### src/rtl/tx_pkg.sv
// rtl/tx_pkg.sv - shared widths, FSM state type and checksum for the simple-encoding link
package tx_pkg;

    localparam int DATA_W  = 7;
    localparam int CHK_W   = 3;
    localparam int FRAME_W = 10;

    typedef enum logic [1:0] {
        IDLE  = 2'd0,
        START = 2'd1,
        DATA  = 2'd2,
        STOP  = 2'd3
    } tx_state_t;

    // Inverted 3-bit wrap-around popcount of the payload; RX uses the same definition.
    function automatic logic [CHK_W-1:0] calc_chk(input logic [DATA_W-1:0] data);
        logic [CHK_W-1:0] sum;
        sum = '0;
        for (int i = 0; i < DATA_W; i++) begin
            sum = sum + {{(CHK_W-1){1'b0}}, data[i]};
        end
        return sum ^ {CHK_W{1'b1}};
    endfunction

    // Frame layout: checksum in the top bits, payload in the bottom bits.
    function automatic logic [FRAME_W-1:0] build_frame(input logic [DATA_W-1:0] data);
        return {calc_chk(data), data};
    endfunction

endpackage

### src/rtl/tx_baud_counter.sv
// rtl/tx_baud_counter.sv - bit-period timer producing one bit_tick every CLKS_PER_BIT cycles
module tx_baud_counter #(
    parameter int CLKS_PER_BIT = 4
) (
    input  logic clk,
    input  logic rst_n,
    input  logic restart,
    output logic bit_tick
);

    // A one-cycle bit period still needs a 1-bit counter; it simply stays at 0.
    localparam int CNT_W = (CLKS_PER_BIT > 1) ? $clog2(CLKS_PER_BIT) : 1;
    localparam logic [CNT_W-1:0] LAST = CNT_W'(CLKS_PER_BIT - 1);

    logic [CNT_W-1:0] cnt;

    assign bit_tick = (cnt == LAST);

    // Count within the bit period; wrap on the tick, hold at 0 while restart is high.
    always_ff @(posedge clk or negedge rst_n) begin
        if (!rst_n) begin
            cnt <= '0;
        end else if (restart || bit_tick) begin
            cnt <= '0;
        end else begin
            cnt <= cnt + 1'b1;
        end
    end

endmodule

### src/rtl/tx_encode.sv
// rtl/tx_encode.sv - checksum encoder and start/stop serializer for the simple-encoding link
module tx_encode
    import tx_pkg::*;
#(
    parameter int CLKS_PER_BIT = 4
) (
    input  logic               clk,
    input  logic               rst_n,
    input  logic [DATA_W-1:0]  din,
    input  logic               din_valid,
    output logic               din_ready,
    output logic               tx_serial,
    output logic               tx_busy,
    output logic               frame_done,
    output logic [FRAME_W-1:0] frame_out
);

    localparam logic [3:0] LAST_BIT = 4'd9;

    tx_state_t          state;
    logic [FRAME_W-1:0] shreg;
    logic [3:0]         bit_cnt;
    logic               bit_tick;
    logic               accept;

    assign din_ready = (state == IDLE);
    assign accept    = din_valid && din_ready;

    // Holding the baud counter in IDLE means every state entry sees a fresh
    // bit period: START is entered from IDLE, the rest are entered on a wrap.
    tx_baud_counter #(
        .CLKS_PER_BIT (CLKS_PER_BIT)
    ) u_baud (
        .clk      (clk),
        .rst_n    (rst_n),
        .restart  (state == IDLE),
        .bit_tick (bit_tick)
    );

    // Frame FSM with registered line, busy and done outputs.
    always_ff @(posedge clk or negedge rst_n) begin
        if (!rst_n) begin
            state      <= IDLE;
            shreg      <= '0;
            bit_cnt    <= '0;
            tx_serial  <= 1'b1;
            tx_busy    <= 1'b0;
            frame_done <= 1'b0;
            frame_out  <= '0;
        end else begin
            frame_done <= 1'b0;
            case (state)
                IDLE: begin
                    tx_serial <= 1'b1;
                    if (accept) begin
                        frame_out <= build_frame(din);
                        shreg     <= build_frame(din);
                        bit_cnt   <= '0;
                        tx_serial <= 1'b0;
                        tx_busy   <= 1'b1;
                        state     <= START;
                    end
                end
                START: begin
                    if (bit_tick) begin
                        bit_cnt   <= '0;
                        tx_serial <= shreg[0];
                        state     <= DATA;
                    end
                end
                DATA: begin
                    if (bit_tick) begin
                        if (bit_cnt == LAST_BIT) begin
                            bit_cnt   <= '0;
                            tx_serial <= 1'b1;
                            state     <= STOP;
                        end else begin
                            // Next bit is shreg[1]; the register shifts in step with the line.
                            bit_cnt   <= bit_cnt + 4'd1;
                            shreg     <= shreg >> 1;
                            tx_serial <= shreg[1];
                        end
                    end
                end
                STOP: begin
                    if (bit_tick) begin
                        bit_cnt    <= '0;
                        tx_serial  <= 1'b1;
                        tx_busy    <= 1'b0;
                        frame_done <= 1'b1;
                        state      <= IDLE;
                    end
                end
                default: begin
                    tx_serial <= 1'b1;
                    tx_busy   <= 1'b0;
                    state     <= IDLE;
                end
            endcase
        end
    end

endmodule
### config.mk
export PLATFORM = sky130hd
export DESIGN_NAME = tx_encode
export DESIGN_NICKNAME = d
export VERILOG_FILES = /design/src/rtl/tx_pkg.sv /design/src/rtl/tx_baud_counter.sv /design/src/rtl/tx_encode.sv
export SDC_FILE = /design/constraint.sdc
export NUM_CORES = 1
export LEC_CHECK = 0
export BUFFER_PORTS_ARGS = -buffer_cell sky130_fd_sc_hd__buf_2
export CAP_MARGIN = 20
export CORE_MARGIN = 1.5
export CORE_UTILIZATION = 55
export CTS_CLUSTER_DIAMETER = 120
export DETAILED_ROUTE_END_ITERATION = 10
export PLACE_DENSITY_LB_ADDON = 0.1
export SETUP_SLACK_MARGIN = 0.15
export SLEW_MARGIN = 20
export SYNTH_ARGS = -nofsm -noshare
export SYNTH_HDL_FRONTEND = slang
export SYNTH_SLANG_ARGS = --single-unit
### constraint.sdc
create_clock -name clk -period 2.32 [get_ports clk]
set_input_delay 0.116 -clock clk [delete_from_list [all_inputs] [get_ports clk]]
set_output_delay 0.116 -clock clk [all_outputs]
set_load 0.1 [all_outputs]
**Word-level counts from Yosys, hierarchy flattened**

Index checks and enable logic that the tools add are counted.

- Register bits after elaboration: 31
- Input bits: 10
- Output and inout bits: 14
- Word-level logic and storage cells: 68

- Add/sub/neg operators: 8
- Equal/unequal tests: 12
- Mux-type cells: 27
- Bitwise logic cells: 1
- Reductions and logical operators: 12

Operator list:

| cell | count |
|---|---|
| $mux 10 | 3 |
| $pmux 10 s2 | 1 |
| $mux 4 | 4 |
| $add 3x1->3 | 4 |
| $mux 2 | 6 |
| $pmux 4 s3 | 1 |
| $ne 2x1->1 const B | 5 |
| $mux 1 | 9 |
| $reduce_and 3->1 | 3 |
| $pmux 2 s4 | 1 |
| $eq 2x2->1 const B | 3 |
| $reduce_and 5->1 | 1 |
| $add 4x1->4 const B | 1 |
| $eq 4x4->1 const B | 1 |
| $ne 2x2->1 const B | 2 |
| $pmux 1 s4 | 1 |
| $reduce_and 4->1 | 1 |
| $reduce_bool 2->1 | 2 |
| $add 2x1->3 | 1 |
| $not 3->3 | 1 |
| $add 1x1->2 | 1 |
| $add 2x1->2 const B | 1 |
| $eq 2x1->1 const B | 1 |
| $logic_not 2->1 | 1 |
| other kinds (5) | 5 |

**Longest topological paths before layout**

- Depth after elaboration: 9
- Gate-level depth with buffers: 8
- Depth with buffers taken out: 7

**Cells and area by module**

Synthesis repeated with hierarchy kept, for this count alone.

- Cells, all modules: 139
- Area total of the unflattened synthesis: 1555.2 um2

Modules (own cells, without submodules):

| module | instances | cells an instance | area each (um2) | seq. area each (um2) |
|---|---|---|---|---|
| tx_encode | 1 | 134 | 1470.2 | 726.9 |
| tx_baud_counter | 1 | 5 | 85.1 | 50.0 |

**Worst setup path after synthesis**

Ideal clock, no wire load.

- Path type: input to register
- Start point: input port din[0]
- End point: register shreg[8]
- Arrival time: 2.447 ns
- Setup slack: -0.251 ns
- Cell stages on the path: 7
- Path through: fa_1 inv_1 fa_1 fa_1 fa_1 mux2_2 mux2_2

- Longest elaborated chain between the ends: 9

Ends and longest elaborated chain:

| item | RTL line | source |
|---|---|---|
| from (decl) | tx_encode.sv:9 | `input logic [DATA_W-1:0] din,` |
| $add 1x1->2 | tx_pkg.sv:20 | `sum = sum + {{(CHK_W-1){1'b0}}, data[i]};` |
| $add 2x1->3 | tx_pkg.sv:20 |  |
| $add 3x1->3 (4 in series) | tx_pkg.sv:20 |  |
| $not 3->3 (no line) | - |  |
| $mux 10 | tx_encode.sv:55 | `if (accept) begin` |
| $pmux 10 s2 | tx_encode.sv:52 | `case (state)` |
| to (signal assigned) | tx_encode.sv:57 | `shreg <= build_frame(din);` |
| to (signal assigned) | tx_encode.sv:80 | `shreg <= shreg >> 1;` |
| to (decl) | tx_encode.sv:21 | `logic [FRAME_W-1:0] shreg;` |

No other way between the ends. The select of a mux whose other input is x is not followed.
A chain may end at the register's enable or synchronous reset.

**Worst setup path in the final report**

Same ends and word-level chain as after synthesis.

==> impl_results.md <==
- Status: complete, but fails checks
- Failing checks: negative setup slack
- Area growth, synth to finish: 14.53%
- CTS sink count: 31
- CTS buffer count: 5
- Routed via count: 1062
- Core footprint: 2734 um2
- Slowest CP cell: fa_1
- Pins Over Slew Limit: 0
- Max Freq: 426.2 MHz
- Startpoint types: input port
- Seq cells post-synth: 31
- Dpl hpwl: 1.980 mm
- Adder-cell share of the synthesized area: 10.58%
- Class of the most critical setup path: input port to flop
- Worst hold path class: input port to flop
- DR vias/cell: 5.418
- Worst hold stages: 3
- Drt wl/cell: 13.55 um
- CTS Root Cell: clkbuf_4
- Setup crit end kind: flop
- Mean Syn Cell Area: 11.73 um2
- Vias in the first global route: 1050
- Max_slew headroom: 54.66%
- TritonRoute pass-1 iters: 4
- FF-to-FF path depth: 5
- Critical register-to-register path startpoint: state[0]$_DFFE_PN0P_
- Final Core Density: 66.36%
- Mapped Area: 1584 um2
- Worst Skew: 0.008286 ns
- Layout cells sized above 1: 39.39%
- Max stage delay on crit path: 0.53 ns
- Drt drc: 0
- Skew-Pair Late Insertion Delay: 0.33 ns
- Worst hold start: din_valid
- Top-Level Pins: 24
- Final min period: 2.346 ns
- Std cell rows: 19
- Post-synthesis mux area share: 14.22%
- Fillcell total: 219
- Syn_nets: 156
- I/O Buffers: 23
- Commonest non-fill, non-tap cells in the layout: dfrtp_1, buf_2, nand2_1, o21ai_0, mux2_2
- DIE WIDTH: 56.67 um
- Worst-path clk slew: 0.10 ns
- Placer Congestion: 0.7449
- Worst EP required: 2.54 ns
- Final Cell Area: 1814 um2
- Post-CTS Setup Bufs: 0
- Final Hold Vio Count: 0
- First-pass GRT wire length: 4.781 mm
- Htree depth: 2
- Initial antenna violation count: 0
- Post-place setup slack: -0.3907 ns
- Tot GR Track Use: 19.73%
- Compound-Gate Fraction of Synth Area: 10.43%
- # setup viols final: 1
- Cell Area, Placed: 1744 um2
- Antenna Nets Post-Route: 0
- Die ar.: 3211 um2
- Synth Instances: 135
- Max Cap Viol: 0
- Nets: 185
- Height of the die: 56.67 um
- Most common cell after layout, fill and taps aside: dfrtp_1
- Register area share after synthesis: 49.05%
- TritonCTS clock tree: done
- Initial Util: 57.94%
- Fin crit share: 101.1%
- CTS Buffer Depth: 2
- Drt total wl: 2.656 mm
- Measured slew at the worst slew-check pin: 0.6801 ns
- Arr. time, crit path: 2.57 ns
- Largest family of logic cells by synthesized area: multiplexers
- Hold slack: 0.1167 ns
- Post_cts resized: 0
- Final worst slack: -0.02614 ns
- Grt ovf: 0
- Synth cell types: 33
- Synth Warn #: 0
- DRT iter0 DRCs: 32
- Crit-path cells: buf_2 > fa_1 > inv_1 > fa_1 > fa_2 > fa_2 > mux2_2 > mux2_2
- Diode count: 0
- Crit. Startpoint: din[0]
- RSZ-0062 raised after global routing: true
- Maximum fanout along the worst path: 2
- Synth Area in Simple Gates: 10.90%
- Largest net degree at the start of global routing: 32
- Post-synthesis xor/xnor area fraction: 0%
==> cell usage after synthesis <==
cell / instances / area, um2
nor3_2: 1 / 10.01
dfrtp_1: 30 / 750.7
and3_1: 1 / 6.260
nand3b_4: 1 / 20.02
o211ai_1: 1 / 7.510
a211oi_1: 1 / 7.510
dfstp_2: 1 / 26.28
nand2b_1: 1 / 6.260
mux2_2: 20 / 225.2
o21ai_2: 2 / 17.52
fa_1: 4 / 80.08
and2_1: 1 / 6.260
buf_2: 1 / 5.000
o32a_1: 1 / 10.01
nand3_1: 1 / 5.000
o21ai_0: 17 / 85.08
clkbuf_1: 1 / 3.750
nand2b_2: 1 / 8.760
nor3b_1: 1 / 7.510
a21oi_2: 1 / 8.760
a21oi_4: 1 / 16.27
nor3_1: 1 / 5.000
nand4_1: 1 / 6.260
buf_6: 1 / 11.26
nand2_4: 1 / 11.26
a21oi_1: 1 / 5.000
nor2_1: 1 / 3.750
nand2_1: 17 / 63.81
ha_1: 7 / 87.58
nor2b_1: 2 / 12.51
buf_4: 2 / 15.01
inv_1: 11 / 41.29
o31ai_1: 1 / 7.510
==> cells by family after synthesis <==
group | count (synthesis)
and+or+nand+nor | 31
DFF | 31
AOI/OAI and AO/OA | 26
muxes | 20
buffers and inverters | 16
adders and majority gates | 11
==> flip-flops by register name, summed over array words and instances, names as in the netlist <==
name,cells
u_baud.cnt,2
state,2
tx_serial,1
frame_out,10
bit_cnt,4
shreg,10
tx_busy,1
frame_done,1
==> through the flow <==
stage               std cells  TNS (ns)
floorplan                 135   -0.1873
detailed placement        187   -0.8535
finish                    196  -0.02614
global route              196  -0.05126
CTS                       196  -0.01312
global placement          187   -0.6281
==> per-layer routing <==
layer | wire length [um] | GRT usage, % | part of all wire [%] | vias up
met5 | 0 | 0 | 0 | -
met4 | 42 | 7.143 | 1.6 | 0
met3 | 143 | 7.143 | 5.4 | 5
met2 | 1187 | 29.40 | 45 | 25
met1 | 1281 | 26.53 | 48 | 511
li1 | - | - | - | 521
==> final timing paths <==
kind                                           endpoint  slack, ns
worst min register to register  u_baud.cnt[0]$_DFF_PN0_       0.44
min in group asynchronous          shreg[8]$_DFFE_PN0P_       0.35
worst min-delay path                tx_busy$_DFFE_PN0P_       0.12
max in group asynchronous          state[1]$_DFFE_PN0P_       1.52
worst max register to register     shreg[0]$_DFFE_PN0P_       0.42
worst max-delay path               shreg[8]$_DFFE_PN0P_      -0.03
==> critical path, delay by kind of cell <==
family	cells	cell delay, ns
buffers and inverters	2	0.17
adder cells (fa/ha/maj)	4	1.75
multiplexers	2	0.53
==> area by class of cell <==
class | instances | area (um2) | share of cell area, %
sequential | 31 | 777.0 | 42.83
timing repair buffer | 27 | 147.6 | 8.138
multi-input combinational | 88 | 749.5 | 41.31
tap | 31 | 38.79 | 2.138
inverter | 11 | 41.29 | 2.276
clock buffer | 7 | 55.05 | 3.034
clock inverter | 1 | 5.005 | 0.2759
==> repair_timing <==
item	CTS	global route
endpoints found under the hold margin	30	0
endpoints found under the setup margin	1	1
hold buffers	1	0
Power is left out: the tool's default activity adds up to more than one toggle a clock period on the data nets, which glitch-free logic cannot reach.
